--- src/rtl/as_arb_pkg.sv ---
// rtl/as_arb_pkg.sv - shared state encoding, opcodes and saturation helpers for as_arb
package as_arb_pkg;

    typedef enum logic [1:0] {
        IDLE = 2'd0,
        EXEC = 2'd1,
        RESP = 2'd2
    } state_e;

    localparam logic OP_ADD = 1'b0;
    localparam logic OP_SUB = 1'b1;

    // Callers truncate to their own width: 0 followed by width-1 ones.
    function automatic logic [63:0] sat_max(input int unsigned width);
        sat_max = (64'd1 << (width - 1)) - 64'd1;
    endfunction

    // 1 followed by width-1 zeros.
    function automatic logic [63:0] sat_min(input int unsigned width);
        sat_min = 64'd1 << (width - 1);
    endfunction

endpackage

--- src/rtl/as_arb_if.sv ---
// rtl/as_arb_if.sv - request/response bundle between requesters and the as_arb arbiter
interface as_arb_if #(
    parameter int WIDTH = 4,
    parameter int N_REQ = 2,
    parameter int ID_W  = $clog2(N_REQ)
);
    logic [N_REQ-1:0]       req_valid;
    logic [N_REQ-1:0]       req_ready;
    logic [N_REQ-1:0]       req_sel;
    logic [N_REQ*WIDTH-1:0] req_a;
    logic [N_REQ*WIDTH-1:0] req_b;
    logic                   res_valid;
    logic                   res_ready;
    logic [WIDTH-1:0]       res_s;
    logic                   res_o;
    logic [ID_W-1:0]        res_id;
    logic                   busy;

    modport master (
        output req_valid, req_sel, req_a, req_b, res_ready,
        input  req_ready, res_valid, res_s, res_o, res_id, busy
    );

    modport slave (
        input  req_valid, req_sel, req_a, req_b, res_ready,
        output req_ready, res_valid, res_s, res_o, res_id, busy
    );
endinterface

--- src/rtl/as_arb_rr_pick.sv ---
// rtl/as_arb_rr_pick.sv - combinational round-robin picker: first valid at or after ptr, wrapping
module as_arb_rr_pick #(
    parameter int N_REQ = 2,
    parameter int ID_W  = $clog2(N_REQ)
) (
    input  logic [N_REQ-1:0] valid,
    input  logic [ID_W-1:0]  ptr,
    output logic [N_REQ-1:0] grant,
    output logic [ID_W-1:0]  id,
    output logic             any_valid
);

    // One extra bit so ptr + offset cannot overflow before the modulo wrap.
    logic [ID_W:0] cand;

    always_comb begin
        grant     = '0;
        id        = '0;
        any_valid = 1'b0;
        cand      = '0;
        for (int k = 0; k < N_REQ; k++) begin
            cand = {1'b0, ptr} + (ID_W+1)'(k);
            if (cand >= (ID_W+1)'(N_REQ)) begin
                cand = cand - (ID_W+1)'(N_REQ);
            end
            if (!any_valid && valid[cand[ID_W-1:0]]) begin
                any_valid               = 1'b1;
                grant[cand[ID_W-1:0]]   = 1'b1;
                id                      = cand[ID_W-1:0];
            end
        end
    end

endmodule

--- src/rtl/as_arb.sv ---
// rtl/as_arb.sv - round-robin arbiter over a shared add/sub datapath; AS_ARB_SAT_EN enables saturation
module as_arb
    import as_arb_pkg::*;
#(
    parameter int WIDTH = 4,
    parameter int N_REQ = 2,
    parameter int ID_W  = $clog2(N_REQ)
) (
    input  logic     clk,
    input  logic     rst_n,
    as_arb_if.slave  bus
);

    localparam logic [1:0] ST_IDLE = IDLE;
    localparam logic [1:0] ST_EXEC = EXEC;
    localparam logic [1:0] ST_RESP = RESP;

    logic [1:0]       state;
    logic [ID_W-1:0]  rr_ptr;
    logic [N_REQ-1:0] pick_grant;
    logic [ID_W-1:0]  pick_id;
    logic             pick_any;

    logic             op_sel;
    logic [WIDTH-1:0] op_a;
    logic [WIDTH-1:0] op_b;
    logic [ID_W-1:0]  op_id;

    logic             res_valid_q;
    logic [WIDTH-1:0] res_s_q;
    logic             res_o_q;
    logic [ID_W-1:0]  res_id_q;

    as_arb_rr_pick #(
        .N_REQ (N_REQ),
        .ID_W  (ID_W)
    ) u_pick (
        .valid     (bus.req_valid),
        .ptr       (rr_ptr),
        .grant     (pick_grant),
        .id        (pick_id),
        .any_valid (pick_any)
    );

    // Gated by rst_n so no accept is advertised while reset is held.
    assign bus.req_ready = (rst_n && state == ST_IDLE) ? pick_grant : '0;
    assign bus.busy      = (state != ST_IDLE);
    assign bus.res_valid = res_valid_q;
    assign bus.res_s     = res_s_q;
    assign bus.res_o     = res_o_q;
    assign bus.res_id    = res_id_q;

    logic             cin;
    logic [WIDTH-1:0] b_eff;
    logic [WIDTH-1:0] low_sum;
    logic [1:0]       msb_sum;
    logic [WIDTH-1:0] dp_s;
    logic [WIDTH-1:0] dp_s_final;
    logic             dp_o;

    // Low bits and MSB are summed separately to expose the carry into the MSB.
    always_comb begin
        cin        = (op_sel == OP_SUB);
        b_eff      = cin ? ~op_b : op_b;
        low_sum    = {1'b0, op_a[WIDTH-2:0]} + {1'b0, b_eff[WIDTH-2:0]} + WIDTH'(cin);
        msb_sum    = {1'b0, op_a[WIDTH-1]} + {1'b0, b_eff[WIDTH-1]} + {1'b0, low_sum[WIDTH-1]};
        dp_s       = {msb_sum[0], low_sum[WIDTH-2:0]};
        dp_o       = low_sum[WIDTH-1] ^ msb_sum[1];
`ifdef AS_ARB_SAT_EN
        if (dp_o) begin
            dp_s_final = op_a[WIDTH-1] ? WIDTH'(sat_min(WIDTH)) : WIDTH'(sat_max(WIDTH));
        end else begin
            dp_s_final = dp_s;
        end
`else
        dp_s_final = dp_s;
`endif
    end

    always_ff @(posedge clk or negedge rst_n) begin
        if (!rst_n) begin
            state       <= ST_IDLE;
            rr_ptr      <= '0;
            op_sel      <= OP_ADD;
            op_a        <= '0;
            op_b        <= '0;
            op_id       <= '0;
            res_valid_q <= 1'b0;
            res_s_q     <= '0;
            res_o_q     <= 1'b0;
            res_id_q    <= '0;
        end else begin
            case (state)
                ST_IDLE: begin
                    if (pick_any) begin
                        op_id  <= pick_id;
                        op_sel <= bus.req_sel[pick_id];
                        op_a   <= bus.req_a[int'(pick_id)*WIDTH +: WIDTH];
                        op_b   <= bus.req_b[int'(pick_id)*WIDTH +: WIDTH];
                        state  <= ST_EXEC;
                    end
                end
                ST_EXEC: begin
                    res_s_q     <= dp_s_final;
                    res_o_q     <= dp_o;
                    res_id_q    <= op_id;
                    res_valid_q <= 1'b1;
                    state       <= ST_RESP;
                end
                ST_RESP: begin
                    if (bus.res_ready) begin
                        res_valid_q <= 1'b0;
                        rr_ptr      <= (res_id_q == ID_W'(N_REQ-1)) ? '0 : res_id_q + ID_W'(1);
                        state       <= ST_IDLE;
                    end
                end
                default: state <= ST_IDLE;
            endcase
        end
    end

endmodule

--- src/flat_wrapper.sv ---
// flat-port wrapper written by rule: the top's interface ports become plain ports
module as_arb_flat import as_arb_pkg::*;
#(
    parameter int WIDTH = 4,
    parameter int N_REQ = 2,
    parameter int ID_W  = $clog2(N_REQ)
)
  (clk, rst_n, bus_req_valid, bus_req_sel, bus_req_a, bus_req_b, bus_res_ready, bus_req_ready, bus_res_valid, bus_res_s, bus_res_o, bus_res_id, bus_busy);
  as_arb_if #(.WIDTH(WIDTH), .N_REQ(N_REQ), .ID_W(ID_W)) bus_i ();
  input  logic clk;
  input  logic rst_n;
  input wire logic [$bits(bus_i.req_valid)-1:0] bus_req_valid;
  input wire logic [$bits(bus_i.req_sel)-1:0] bus_req_sel;
  input wire logic [$bits(bus_i.req_a)-1:0] bus_req_a;
  input wire logic [$bits(bus_i.req_b)-1:0] bus_req_b;
  input wire logic [$bits(bus_i.res_ready)-1:0] bus_res_ready;
  output wire logic [$bits(bus_i.req_ready)-1:0] bus_req_ready;
  output wire logic [$bits(bus_i.res_valid)-1:0] bus_res_valid;
  output wire logic [$bits(bus_i.res_s)-1:0] bus_res_s;
  output wire logic [$bits(bus_i.res_o)-1:0] bus_res_o;
  output wire logic [$bits(bus_i.res_id)-1:0] bus_res_id;
  output wire logic [$bits(bus_i.busy)-1:0] bus_busy;
  assign bus_i.req_valid = bus_req_valid;
  assign bus_i.req_sel = bus_req_sel;
  assign bus_i.req_a = bus_req_a;
  assign bus_i.req_b = bus_req_b;
  assign bus_i.res_ready = bus_res_ready;
  assign bus_req_ready = bus_i.req_ready;
  assign bus_res_valid = bus_i.res_valid;
  assign bus_res_s = bus_i.res_s;
  assign bus_res_o = bus_i.res_o;
  assign bus_res_id = bus_i.res_id;
  assign bus_busy = bus_i.busy;
  as_arb #(.WIDTH(WIDTH), .N_REQ(N_REQ), .ID_W(ID_W)) u_core (.clk(clk), .rst_n(rst_n), .bus(bus_i));
endmodule
--- config.mk ---
export PLATFORM = sky130hd
export DESIGN_NAME = as_arb_flat
export DESIGN_NICKNAME = d
export VERILOG_FILES = /design/src/rtl/as_arb_pkg.sv /design/src/rtl/as_arb_if.sv /design/src/rtl/as_arb_rr_pick.sv /design/src/rtl/as_arb.sv /design/src/flat_wrapper.sv
export SDC_FILE = /design/constraint.sdc
export NUM_CORES = 1
export LEC_CHECK = 0
export CORE_ASPECT_RATIO = 0.8
export CORE_MARGIN = 2
export CORE_UTILIZATION = 40
export DETAILED_ROUTE_END_ITERATION = 10
export GPL_ROUTABILITY_DRIVEN = 1
export MAX_ROUTING_LAYER = met4
export PLACE_DENSITY = 0.81
export SYNTH_ARGS = -nofsm -noshare
export SYNTH_HDL_FRONTEND = slang
export SYNTH_SLANG_ARGS = --single-unit
--- constraint.sdc ---
create_clock -name clk -period 1.9 [get_ports clk]
set_clock_uncertainty 0.15 [all_clocks]
set_input_delay 0.57 -clock clk [delete_from_list [all_inputs] [get_ports clk]]
set_output_delay 0.57 -clock clk [all_outputs]
set_load 0.02 [all_outputs]
; ---- After elaboration in Yosys (flattened, before gate mapping)
; Index checks and enable logic that the tools add are counted.
[classes]
addsub = 8
n_mul = 0
n_div = 0
order_cmp = 7
n_eq_ne = 4
shifts = 2
n_mux = 26
bitwise_logic = 3
reduce_logical = 12
[op_table]
columns = cell, count
row1 = $mux 1, 16
row2 = $shiftx 8x4->4, 2
row3 = $mux 2, 5
row4 = $reduce_and 2->1, 4
row5 = $lt 1x2->1 const B, 3
row6 = $pmux 2 s3, 1
row7 = $add 3x3->4, 1
row8 = $add 4x1->4, 1
row9 = $logic_and 1x1->1, 4
row10 = $mux 4, 1
row11 = $not 4->4, 1
row12 = $reduce_bool 2->1, 2
row13 = $add 1x1->2, 1
row14 = $add 1x1->2 const B, 1
row15 = $add 2x1->2, 1
row16 = $demux 1 s1, 2
row17 = $eq 2x1->1 const B, 1
row18 = $eq 2x2->1 const B, 1
row19 = $ge 1x1->1 const B, 2
row20 = $ge 1x2->1 const B, 1
row21 = $ge 2x2->1 const B, 1
row22 = $logic_not 2->1, 1
row23 = $ne 2x1->1 const B, 1
row24 = $ne 2x2->1 const B, 1
row25 = other kinds (6), 7
[word_totals]
regBits = 20
latchBits = 0
ram_bits = 0
rom_bits = 0
inputBits = 23
out_inout_bits = 10
elab_cells = 72
memories = 0

; ---- Logic depth before layout (Yosys ltp)
[depth]
depth_word = 10
mapped_depth = 7
mapped_depth_nobuf = 7

; ---- By module
; From an unflattened synthesis, not the netlist that was laid out.
[hier_totals]
cells_unflattened = 96
area_unflattened_um2 = 1034.7
[by_module_without_submodules]
columns = mod, instances, cells_per_inst, area_per_inst_um2, seq_area_each_um2
row1 = as_arb, 1, 91, 1002.2, 500.5
row2 = as_arb_rr_pick, 1, 5, 32.5, 0.0

; ---- Least setup slack after synthesis
; OpenSTA, ideal clock, no wires.
[synth_timing]
path_type = reg2reg
startpoint = register u_core.op_sel, in the netlist u_core.cin
endpoint = register u_core.res_s_q[3], in the netlist u_core.bus.res_s[3]
setup_time_ns = 0.083
t_arrival_ns = 1.872
t_required_ns = 1.667
setup_slack_ns = -0.204
path_stages_with_launch = 7
n_path_buf = 0
period_less_slack_ns = 2.104
path_cell_list = dfrtp_1 > xor2_1 > ha_1 > a21o_1 > a31oi_4 > fa_1 > o21ai_0
[synth_between]
elab_chain_cells = 4
word_cells_on_any_way = 5
cone_classes = 4 x add/sub / 1 x mux
[synth_lines]
columns = item, line_no
row1 = "start, declared", as_arb.sv:24  ; logic op_sel;
row2 = "start signal, assigned", as_arb.sv:97  ; op_sel <= bus.req_sel[pick_id];
row3 = $mux 4, as_arb.sv:64  ; b_eff = cin ? ~op_b : op_b;
row4 = $add 3x3->4, as_arb.sv:65  ; low_sum = {1'b0, op_a[WIDTH-2:0]} + {1'b0, b_eff[WIDTH-2:0]} + WIDTH'(cin);
row5 = $add 4x1->4, as_arb.sv:65
row6 = $add 2x1->2 (*), as_arb.sv:66  ; msb_sum = {1'b0, op_a[WIDTH-1]} + {1'b0, b_eff[WIDTH-1]} + {1'b0, low_sum[WIDTH-1]};
row7 = "end signal, assigned", as_arb.sv:104  ; res_s_q <= dp_s_final;
row8 = "end, declared", as_arb.sv:30  ; logic [WIDTH-1:0] res_s_q;
; Every way passes the cells marked *; elsewhere a longest branch is shown, timed or not.
; A chain may end at the register's enable or synchronous reset.

; ---- Worst setup path in the final report
; Same ends and word-level chain as after synthesis.

==> results.md <==
* Die Width at 60.2 um
* Hold-fix buffers, CTS at 0
* DR iter-0 viols at 11
* RSZ-0062 raised after global routing: true
* Worst setup path start: u_core.cin
* Crit-path max FO at 3
* First-pass GRT wire length at between 3 and 4 mm
* Worst path slowest cell: fa_2
* Drc violations at 0
* P_leak at about 0.74 nW
* Routed vias at 828
* Worst Setup Path Type: reg -> reg
* Worst-margin pin slew at ~0.35 ns
* Most instantiated cells after synthesis: dfrtp_1, o21ai_0, nand2_1
* Unique cell type count in the Yosys netlist at 22
* FILL cells at 202
* Crit-path cells: xor2_1, ha_1, a21o_1, a31oi_4, fa_2, o21ai_1
* Register bit total from synthesis at 20
* Via density per instance at ~4.7
* # IOs at 33
* Share of cells above drive strength 1 at a little under a quarter
* Final hold viol count at 0
* Final ANT Viol Nets at 0
* GPL Wtd Cong at between 0.7 and 0.8
* Status: finished, violations left
* PD cells at 1810 mW/mm^2
* Worst slew margin at 76.7%
* Multi-input gate area at 515 um^2
* Critical path's largest stage delay at ~0.44 ns
* Sink Count at 20
* Setup_tns at -0.496 ns
* Worst-skew pair later-pin latency at between 0.3 and 0.4 ns
* Diodes inserted at 0
* Synth top area cells: dfrtp_1, mux2i_1, o21ai_0
* Port buffer count at 32
* Cell Rows at 16
* CTS tree: built
* Antenna violations before repair at 0
* R2R Setup Slk at -0.15 ns
* Chip height at 49.0 um
* Initial Utilization at 41.7%
* Sequential share of the synthesized area at about half
* Post-Route WL at around 2.0 mm
* Reg area at between 500 and 600 um^2
* Synthesized area at ~0.0010 mm^2
* Maximum vdd ir drop at between 0.7 and 0.8 mV
* Number of CTS-inserted buffers at 3
* Fmax at around 0.5 GHz
* R2R cell count at 6
* Reg-to-Reg End: u_core.bus.res_s[3]
* Failing checks: setup timing
* GRT Residual Overflow at 0
* Area Overhead vs Synth at 52.6%
* Maxcap violations at 0
* Worst r2r src: u_core.cin
* Minimum clock period at roughly 2.0 ns
* Clock root buffer: clkbuf_4
* Cells after Synth at 96
* Pre-CTS WS at -0.816 ns
* Die area at roughly 0.003 mm^2
* Synthesized net count at about 120
* Setup crit end kind: flop
* Post-Syn Area per Cell at 10.5 um^2
* Max clock buf depth at 2
* Worst-path clk slew at 0.12 ns
* Largest net degree at the start of global routing at 21
* Final setup fails at 4
* WP data required at between 1.5 and 2 ns
* Startpoint Class: flop
* H-tree levels at 1
* Slack of the critical path at -0.148 ns
* EDFF count, synth at 0
* Max-slew violation count at 0
* Post-DP HPWL at approximately 1.5 mm
* Post-synthesis async set-or-reset flop share at 100%
* Warnings, synthesis at 0
* Fin crit share at 108%
* Core footprint at between 0.002 and 0.0025 mm^2
* Post-synth top flop: dfrtp_1
* GR Util All Layers at between 10% and 20%
* Area leader, netlist: dfrtp_1
* Final core occ at between 60% and 70%
* Post-synth top area share at between 40% and 50%
* Vias in the first global route at just over 800
* Top-count cell post-synth: dfrtp_1
* Nets@finish at between 150 and 200
* 1st-pass router iterations at 2
* Worst hold path class: in -> async
* Critical Path AT at ~2.1 ns
* Routed len/inst at approximately 11 um
## cells in the final DEF, fill, tap and decap left out, drive strengths merged
master,netlist,routed
a211oi,1,1
a21o,1,1
a21oi,1,1
a31oi,1,1
buf,2,17
bufinv,0,1
clkbuf,2,3
clkdlybuf4s50,0,19
dfrtp,20,20
dlygate4sd2,0,10
fa,2,2
ha,2,2
inv,5,5
mux2,3,3
mux2i,9,9
nand2,16,16
nand2b,2,2
nor2,3,3
o21ai,19,19
or2,1,1
xnor2,4,4
xor2,2,2
## worst max path at each step
stage                           to  slack [ns]  cells after the start
6_report       u_core.bus.res_s[3]       -0.15                      6
5_1_grt        u_core.bus.res_s[3]       -0.21                      6
4_1_cts           bus_req_ready[0]       -0.14                      4
3_5_place_dp      bus_req_ready[0]       -0.82                      4
3_3_place_gp      bus_req_ready[0]       -0.74                      4
2_1_floorplan  u_core.bus.res_s[3]       -0.17                      6
## metrics by stage
step	total power, mW	std cells	hold WS, ns	cell area [um^2]
finish	2.79	178	0.244	1540
detailed placement	2.38	170	0.317	1440
global route	3.06	178	0.246	1540
floorplan	1.77	96	0.124	1020
global placement	2.32	170	0.314	1440
CTS	2.73	178	0.233	1530
## timing repair
action                                  in CTS  in global routing
hold endpoints to repair                     0                  0
setup buffers                                4                  1
pin swaps                                    6                  1
cloned                                       0                  0
gates resized for setup                     32                  2
endpoints found under the setup margin      12                 13
## state kept, by name, indices dropped and copies added, names as in the netlist
register	cells
u_core.state	2
u_core.op_id	1
u_core.op_b	4
u_core.bus.res_o	1
u_core.op_a	4
u_core.bus.res_id	1
u_core.cin	1
u_core.bus.res_valid	1
u_core.bus.res_s	4
u_core.rr_ptr	1
## layer usage
metal  share of wire (%)  up-vias  global-route usage (%)
li1                    -      416                       -
met1                  46      385                    20.2
met2                  48       23                    25.0
met3                 4.3        4                    3.98
met4                 1.5        0                    5.56
met5                   0        -                       -
## kinds of logic (layout without fill, tap and decap cells)
logic type               count (synthesis)  count (layout)  share of synthesized area, %
buffers and inverters                    9              55                          3.84
XOR/XNOR                                 6               6                          5.20
AND/OR/NAND/NOR                         22              22                          8.91
multiplexers                            12              12                          12.6
AO/OA/AOI/OAI                           23              23                          13.5
flip-flops                              20              20                          49.5
adder cells (fa/ha/maj)                  4               4                          6.44
## power breakdown
| part | total, mW | switching [mW] | leakage, nW | internal (mW) |
|---|---|---|---|---|
| combinational | 1.64 | 0.766 | 0.467 | 0.876 |
| sequential | 0.800 | 0.160 | 0.245 | 0.640 |
| clock | 0.352 | 0.138 | 0.0279 | 0.213 |
## critical path, delay by kind of cell (launching register included)
kind / cells / cell delay [ns]
XOR/XNOR: 1 / 0.16
flip-flops: 1 / 0.43
AO/OA/AOI/OAI: 3 / 0.47
adder cells (fa/ha/maj): 2 / 0.77
## layout make-up
| class | instances | share of cell area [%] |
|---|---|---|
| Multi-Input combinational cell | 67 | 33.4 |
| Clock buffer | 3 | 1.46 |
| Sequential cell | 20 | 32.4 |
| Timing Repair Buffer | 46 | 26.6 |
| Inverter | 5 | 1.22 |
| Tap cell | 36 | 2.92 |
| Clock inverter | 1 | 1.95 |
No activity file was read; power rests on OpenSTA's default activity.
